## config.mk

```make
export PLATFORM = sky130hd
export DESIGN_NAME = interrupt_sequencer_multi
export DESIGN_NICKNAME = d
export VERILOG_FILES = /design/src/rtl/interrupt_sequencer_multi.sv
export SDC_FILE = /design/constraint.sdc
export NUM_CORES = 1
export LEC_CHECK = 0
export BUFFER_PORTS_ARGS = -buffer_cell sky130_fd_sc_hd__buf_2
export CORE_ASPECT_RATIO = 0.9
export CORE_MARGIN = 4
export CORE_UTILIZATION = 45
export DETAILED_ROUTE_END_ITERATION = 8
export MAX_ROUTING_LAYER = met4
export PLACE_DENSITY = 0.75
export SLEW_MARGIN = 20
export SYNTH_ARGS = -nofsm -noshare
export SYNTH_HDL_FRONTEND = slang
export SYNTH_SLANG_ARGS = --single-unit
```

## constraint.sdc

```tcl
create_clock -name clk -period 5.9 [get_ports clk]
set_input_delay 1.475 -clock clk [delete_from_list [all_inputs] [get_ports clk]]
set_output_delay 1.475 -clock clk [all_outputs]
set_load 0.03 [all_outputs]
```

## src/rtl/interrupt_sequencer_multi.sv

```systemverilog
// Interrupt / BRK / RTI sequencer: arbitrates prioritised hardware sources, pushes
// PC and status onto page 1, fetches the vector, and unwinds the frame on RTI.
module interrupt_sequencer_multi #(
    parameter int                 NUM_SRC   = 4,
    parameter logic [NUM_SRC-1:0] NMI_MASK  = 4'b0001,
    parameter logic [NUM_SRC-1:0] EDGE_MASK = 4'b0001,
    parameter logic [15:0]        VEC_BASE  = 16'hFFF0,
    parameter logic [15:0]        BRK_VEC   = 16'hFFFE,
    parameter int                 MAX_NEST  = 3,
    localparam int                SRC_W     = (NUM_SRC > 1) ? $clog2(NUM_SRC) : 1,
    localparam int                NEST_W    = (MAX_NEST > 0) ? $clog2(MAX_NEST + 1) : 1
) (
    input  logic               clk,
    input  logic               rst,
    input  logic               halt,
    input  logic               start,
    input  logic               is_brk,
    input  logic               is_rti,
    input  logic [NUM_SRC-1:0] src_n,
    input  logic [15:0]        pc_in,
    input  logic [7:0]         status_in,
    input  logic [7:0]         sp_in,
    output logic [15:0]        mem_addr,
    input  logic [7:0]         mem_rdata,
    output logic [7:0]         mem_wdata,
    output logic               mem_we,
    output logic               busy,
    output logic               done,
    output logic [15:0]        pc_out,
    output logic [7:0]         status_out,
    output logic [7:0]         sp_out,
    output logic [NUM_SRC-1:0] src_ack,
    output logic [SRC_W-1:0]   active_src,
    output logic [NEST_W-1:0]  nest_depth
);

    localparam logic [3:0] IDLE     = 4'd0;
    localparam logic [3:0] FETCH_HI = 4'd1;
    localparam logic [3:0] PUSH_PCH = 4'd2;
    localparam logic [3:0] PUSH_PCL = 4'd3;
    localparam logic [3:0] PUSH_P   = 4'd4;
    localparam logic [3:0] POP_1    = 4'd5;
    localparam logic [3:0] POP_2    = 4'd6;
    localparam logic [3:0] POP_3    = 4'd7;
    localparam logic [3:0] POP_4    = 4'd8;
    localparam logic [3:0] FIN      = 4'd9;

    logic [3:0]         state;
    logic [NUM_SRC-1:0] src_hist;
    logic [NUM_SRC-1:0] pend_edge;
    logic [NUM_SRC-1:0] pend;
    logic [NUM_SRC-1:0] nmi_pend;
    logic [NUM_SRC-1:0] irq_pend;
    logic [NUM_SRC-1:0] take;
    logic               hw_ok;
    logic               sel_rti;
    logic               sel_brk;
    logic               sel_hw;
    logic [SRC_W-1:0]   sel_idx;
    logic [15:0]        sel_vec;
    logic               accept;

    logic               rd_fresh;
    logic [7:0]         rd_stash;
    logic [7:0]         rd;
    logic [15:0]        vec_addr;
    logic [7:0]         vec_lo;
    logic [7:0]         push_st;

    function automatic logic [SRC_W-1:0] lowest(input logic [NUM_SRC-1:0] v);
        lowest = '0;
        for (int i = NUM_SRC - 1; i >= 0; i--) begin
            if (v[i]) lowest = SRC_W'(i);
        end
    endfunction

    function automatic logic [7:0] push_status(input logic brk, input logic [7:0] p);
        push_status = brk ? (p | 8'h30) : ((p | 8'h20) & 8'hEF);
    endfunction

    assign busy   = (state != IDLE);
    assign accept = (state == IDLE) && start && !halt;

    always_comb begin
        pend     = (pend_edge & EDGE_MASK) | (~src_n & ~EDGE_MASK);
        nmi_pend = pend & NMI_MASK;
        irq_pend = pend & ~NMI_MASK;
        hw_ok    = (nest_depth != NEST_W'(MAX_NEST));
        sel_rti  = 1'b0;
        sel_brk  = 1'b0;
        sel_hw   = 1'b0;
        sel_idx  = '0;
        take     = '0;
        if (is_rti) begin
            sel_rti = 1'b1;
        end else if (hw_ok && (|nmi_pend)) begin
            sel_hw  = 1'b1;
            sel_idx = lowest(nmi_pend);
        end else if (is_brk) begin
            sel_brk = 1'b1;
        end else if (hw_ok && !status_in[2] && (|irq_pend)) begin
            sel_hw  = 1'b1;
            sel_idx = lowest(irq_pend);
        end
        sel_vec = sel_brk ? BRK_VEC : (VEC_BASE + (16'(sel_idx) << 1));
        if (accept && sel_hw) take[sel_idx] = 1'b1;
    end

    // Edge capture keeps running while halted; a fresh fall beats the clear on take.
    always_ff @(posedge clk) begin
        if (rst) begin
            src_hist  <= '1;
            pend_edge <= '0;
        end else begin
            src_hist  <= src_n;
            pend_edge <= ((src_hist & ~src_n) | (pend_edge & ~take)) & EDGE_MASK;
        end
    end

    // Read data is only valid the cycle after the address; hold it across a halt.
    always_ff @(posedge clk) begin
        if (rst) rd_fresh <= 1'b1;
        else     rd_fresh <= !halt;
    end

    always_ff @(posedge clk) begin
        if (halt && rd_fresh) rd_stash <= mem_rdata;
    end

    assign rd = rd_fresh ? mem_rdata : rd_stash;

    always_ff @(posedge clk) begin
        if (!halt) begin
            if (accept) begin
                vec_addr <= sel_vec;
                push_st  <= push_status(sel_brk, status_in);
            end
            if (state == PUSH_PCH) vec_lo <= rd;
        end
    end

    always_ff @(posedge clk) begin
        if (rst) begin
            state      <= IDLE;
            mem_addr   <= '0;
            mem_wdata  <= '0;
            mem_we     <= 1'b0;
            done       <= 1'b0;
            pc_out     <= '0;
            status_out <= '0;
            sp_out     <= '0;
            src_ack    <= '0;
            active_src <= '0;
            nest_depth <= '0;
        end else if (!halt) begin
            done    <= 1'b0;
            src_ack <= '0;
            case (state)
                IDLE: begin
                    if (start) begin
                        pc_out     <= pc_in;
                        status_out <= status_in;
                        sp_out     <= sp_in;
                        if (sel_rti) begin
                            mem_addr <= {8'h01, sp_in + 8'd1};
                            if (nest_depth != '0) nest_depth <= nest_depth - NEST_W'(1);
                            state <= POP_1;
                        end else if (sel_hw || sel_brk) begin
                            mem_addr   <= sel_vec;
                            status_out <= status_in | 8'h04;
                            state      <= FETCH_HI;
                            if (sel_hw) begin
                                src_ack    <= take;
                                active_src <= sel_idx;
                                if (hw_ok) nest_depth <= nest_depth + NEST_W'(1);
                            end
                        end else begin
                            done <= 1'b1;
                        end
                    end
                end
                FETCH_HI: begin
                    mem_addr <= vec_addr + 16'd1;
                    state    <= PUSH_PCH;
                end
                PUSH_PCH: begin
                    mem_addr  <= {8'h01, sp_out};
                    mem_wdata <= pc_out[15:8];
                    mem_we    <= 1'b1;
                    state     <= PUSH_PCL;
                end
                PUSH_PCL: begin
                    pc_out    <= {rd, vec_lo};
                    mem_addr  <= {8'h01, sp_out - 8'd1};
                    mem_wdata <= pc_out[7:0];
                    state     <= PUSH_P;
                end
                PUSH_P: begin
                    mem_addr  <= {8'h01, sp_out - 8'd2};
                    mem_wdata <= push_st;
                    sp_out    <= sp_out - 8'd3;
                    done      <= 1'b1;
                    state     <= FIN;
                end
                POP_1: begin
                    mem_addr <= {8'h01, sp_out + 8'd2};
                    state    <= POP_2;
                end
                POP_2: begin
                    status_out <= rd & 8'hCF;
                    mem_addr   <= {8'h01, sp_out + 8'd3};
                    state      <= POP_3;
                end
                POP_3: begin
                    pc_out[7:0] <= rd;
                    state       <= POP_4;
                end
                POP_4: begin
                    pc_out[15:8] <= rd;
                    sp_out       <= sp_out + 8'd3;
                    done         <= 1'b1;
                    state        <= FIN;
                end
                FIN: begin
                    mem_we <= 1'b0;
                    state  <= IDLE;
                end
                default: begin
                    mem_we <= 1'b0;
                    state  <= IDLE;
                end
            endcase
        end
    end

endmodule

```

==> flow_metrics.tcl <==
set metrics [dict create \
    slowest_delay_ns 0.42 \
    io_buffers 116 \
    arrival_ns 1.72 \
    dieArea_sq_mm 0.0136 \
    cts_buffer_depth 2 \
    cts_resized 0 \
    clk_pin_slew_ns 0.06 \
    drive_above_1_share_pct 22.1 \
    worst-setup-path-type "register to output pin" \
    place_ws_ns 2.51 \
    rows 37 \
    synth_nets 689 \
    p_leak_uw 0.00253 \
    dr.max_layer_used "met4" \
    post_drt_wl_per_cell_microns 18.1 \
    area.growth.synth_to_final_pct 17.0 \
    syn_area_per_cell_sq_um 8.47 \
    status "finished clean" \
    overflow 0 \
    drtIter0Drc 546 \
    setup-tns-final_ns 0 \
    grt_pass1_wl_microns 25300 \
    instances_no_fill 874 \
    seq_area_frac_synth_pct 39.3 \
    met2WireLength_microns 7040 \
    initial_core_util_pct 46.4 \
    dp_hpwl_microns 11500 \
    root_buffer "clkbuf_16" \
    slew_headroom_pct 33.8 \
    synth_area_sq_mm 0.00533 \
    setup_viol 0 \
    grtUsageTotal_pct 23.8 \
    fin_ws_ns 2.70 \
    synthMostInstantiatedCell "nor2_1" \
    cpLargestDelayFamily "buffers and inverters" \
    cts_htree_levels 3 \
    timing.fmax_mhz 313 \
    synth_top_flop_cell "dfxtp_1" \
    synth_top_area_share_pct 25.2 \
    synth.distinct_cells 73 \
    dp.cells 858 \
    slew_violations 0 \
    cts_hold_buf 0 \
    grt_start_max_net_pins 43 \
    synthTopCellsByArea "dfxtp_1 (25%), edfxtp_1 (14%), nor2_1 (6.7%)" \
    core_sq_mm 0.0115 \
    endpoint_kind "output pin" \
    wl_met3_microns 1620 \
    die_w_microns 123 \
    ys_ff_latch 92 \
    synth_edf_count 25 \
    post-route-period-util_pct 54.2 \
    cp_data_required_time_ns 4.43 \
    num_vias 5286 \
    cpMaxStageDelayCell "nor4_4" \
    finClkSkew_ns 0.00825 \
    post_cts_buffers 0 \
    grt_pass1_vias 4818 \
    viasPerCell 6.05 \
    dr.pass1.iters 7 \
    ys_async_sr_fraction_pct 0 \
    min_period_ns 3.20 \
    clk_latency_ns 0.35 \
    diodes 0 \
    crit_buf_inv 3 \
    startpoint_type "register" \
    yosysWarningCount 0 \
    ioPinCount 117 \
    die_h_microns 111 \
    grt_setup_unrepaired "false" \
    worst_pin_slew_ns 0.993 \
    synth_commonest_cells "nor2_1 (95), dfxtp_1 (67), a21oi_1 (62)" \
    cts_buffers 9 \
    netlist_instances 629 \
    hold_path_class "register to register" \
    cts_sinks 92 \
    powerDensity_mw_per_mm2 347 \
    rrSetupSlack_ns 2.89 \
    ant_nets 0 \
    utilization_pct 54.3 \
    cp_max_fo 30 \
    fin_nets 773 \
    gp_congestion 0.955 \
    ir_worst_vdd_uv 175 \
    drc 0 \
    path_cells "buf_4, nor4_4, inv_1, buf_2" \
    hold_ws_ns 0.450 \
    antenna_found_initial 0 \
    met1_length_microns 6860 \
    synth.largest_area_cell "dfxtp_1" \
    maxCapViolations 0 \
    hold_viol 0 \
    drt_wl_total_microns 15900 \
    cts_tree "yes" \
]
## per-stage QoR
stage          area, sq um  power [uW]
2_1_floorplan         5330        1350
3_3_place_gp          5910        1520
3_5_place_dp          5910        1540
4_1_cts               6230        2160
5_1_grt               6230        2270
6_report              6230        2160
## routing by layer
metal / GRT usage [%] / vias to the layer above
met4: 8.21 / 0
met3: 5.20 / 29
met1: 33.4 / 2489
li1: - / 2483
met5: - / -
met2: 33.8 / 285
## tightest hold or removal path, stage by stage (launching register included)
cell	delay, ns
dfxtp_1	0.30
nand2_1	0.05
a21oi_1	0.05
## where the power goes
part           internal, uW  total (uW)  switching [uW]
Clock                   374         624             250
Combinational           252         743             491
Sequential              717         795            77.1
## final timing paths
kind | endpoint | cells past startpoint | startpoint
min reg2reg | mem_addr[3] | 2 | mem_addr[3]
min | mem_addr[3] | 2 | mem_addr[3]
max reg2reg | mem_addr[6] | 11 | state[0]
max | busy | 4 | state[0]
## cells by family after synthesis
family	share of synthesized area, %
buffers and inverters	6.53
xor gates and xnor gates	2.47
muxes	2.26
adders and majority gates	2.49
and+or+nand+nor	21.2
AOI/OAI and AO/OA	25.8
DFF	39.3
## sequential cells by signal, indices dropped and copies added, names as in the netlist, 4 cells and up
signal      count
vec_lo          8
push_st         7
sp_out          8
state           4
mem_wdata       8
mem_addr       10
pc_out         16
src_ack         4
status_out      8
rd_stash        8
## cells in the final DEF, fill, tap and decap left out, types with 4 or more instances in the layout
cell         n
or4_1        4
a22oi_1     15
nand2b_1    12
a32oi_1      4
edfxtp_1    25
nand3b_1     6
nand2_1     37
a31oi_1      8
clkbuf_16    9
dfxtp_1     66
a221oi_1     4
buf_2      116
nor3_1      12
a311oi_1    11
a211oi_1    32
o22ai_1      4
nand3_1     12
nor2b_1      9
and3_1       5
a211o_1      4
inv_1       21
or3_1        4
buf_4        9
a21oi_1     62
o21ai_0     24
nor2_1      95
mux2i_1     12
xor2_1       8
ha_1         9
xnor2_1      7
## cell type report
cell class                 instances  area [sq um]
inverter                          23          86.3
tap                              156           195
fill                            1098          5250
multi-input combinational        462          2890
clock inverter                     5          82.6
sequential                        92          2090
clock buffer                      11           233
timing repair buffer             125           648
Note: power is estimated with default switching activity, not from simulation.
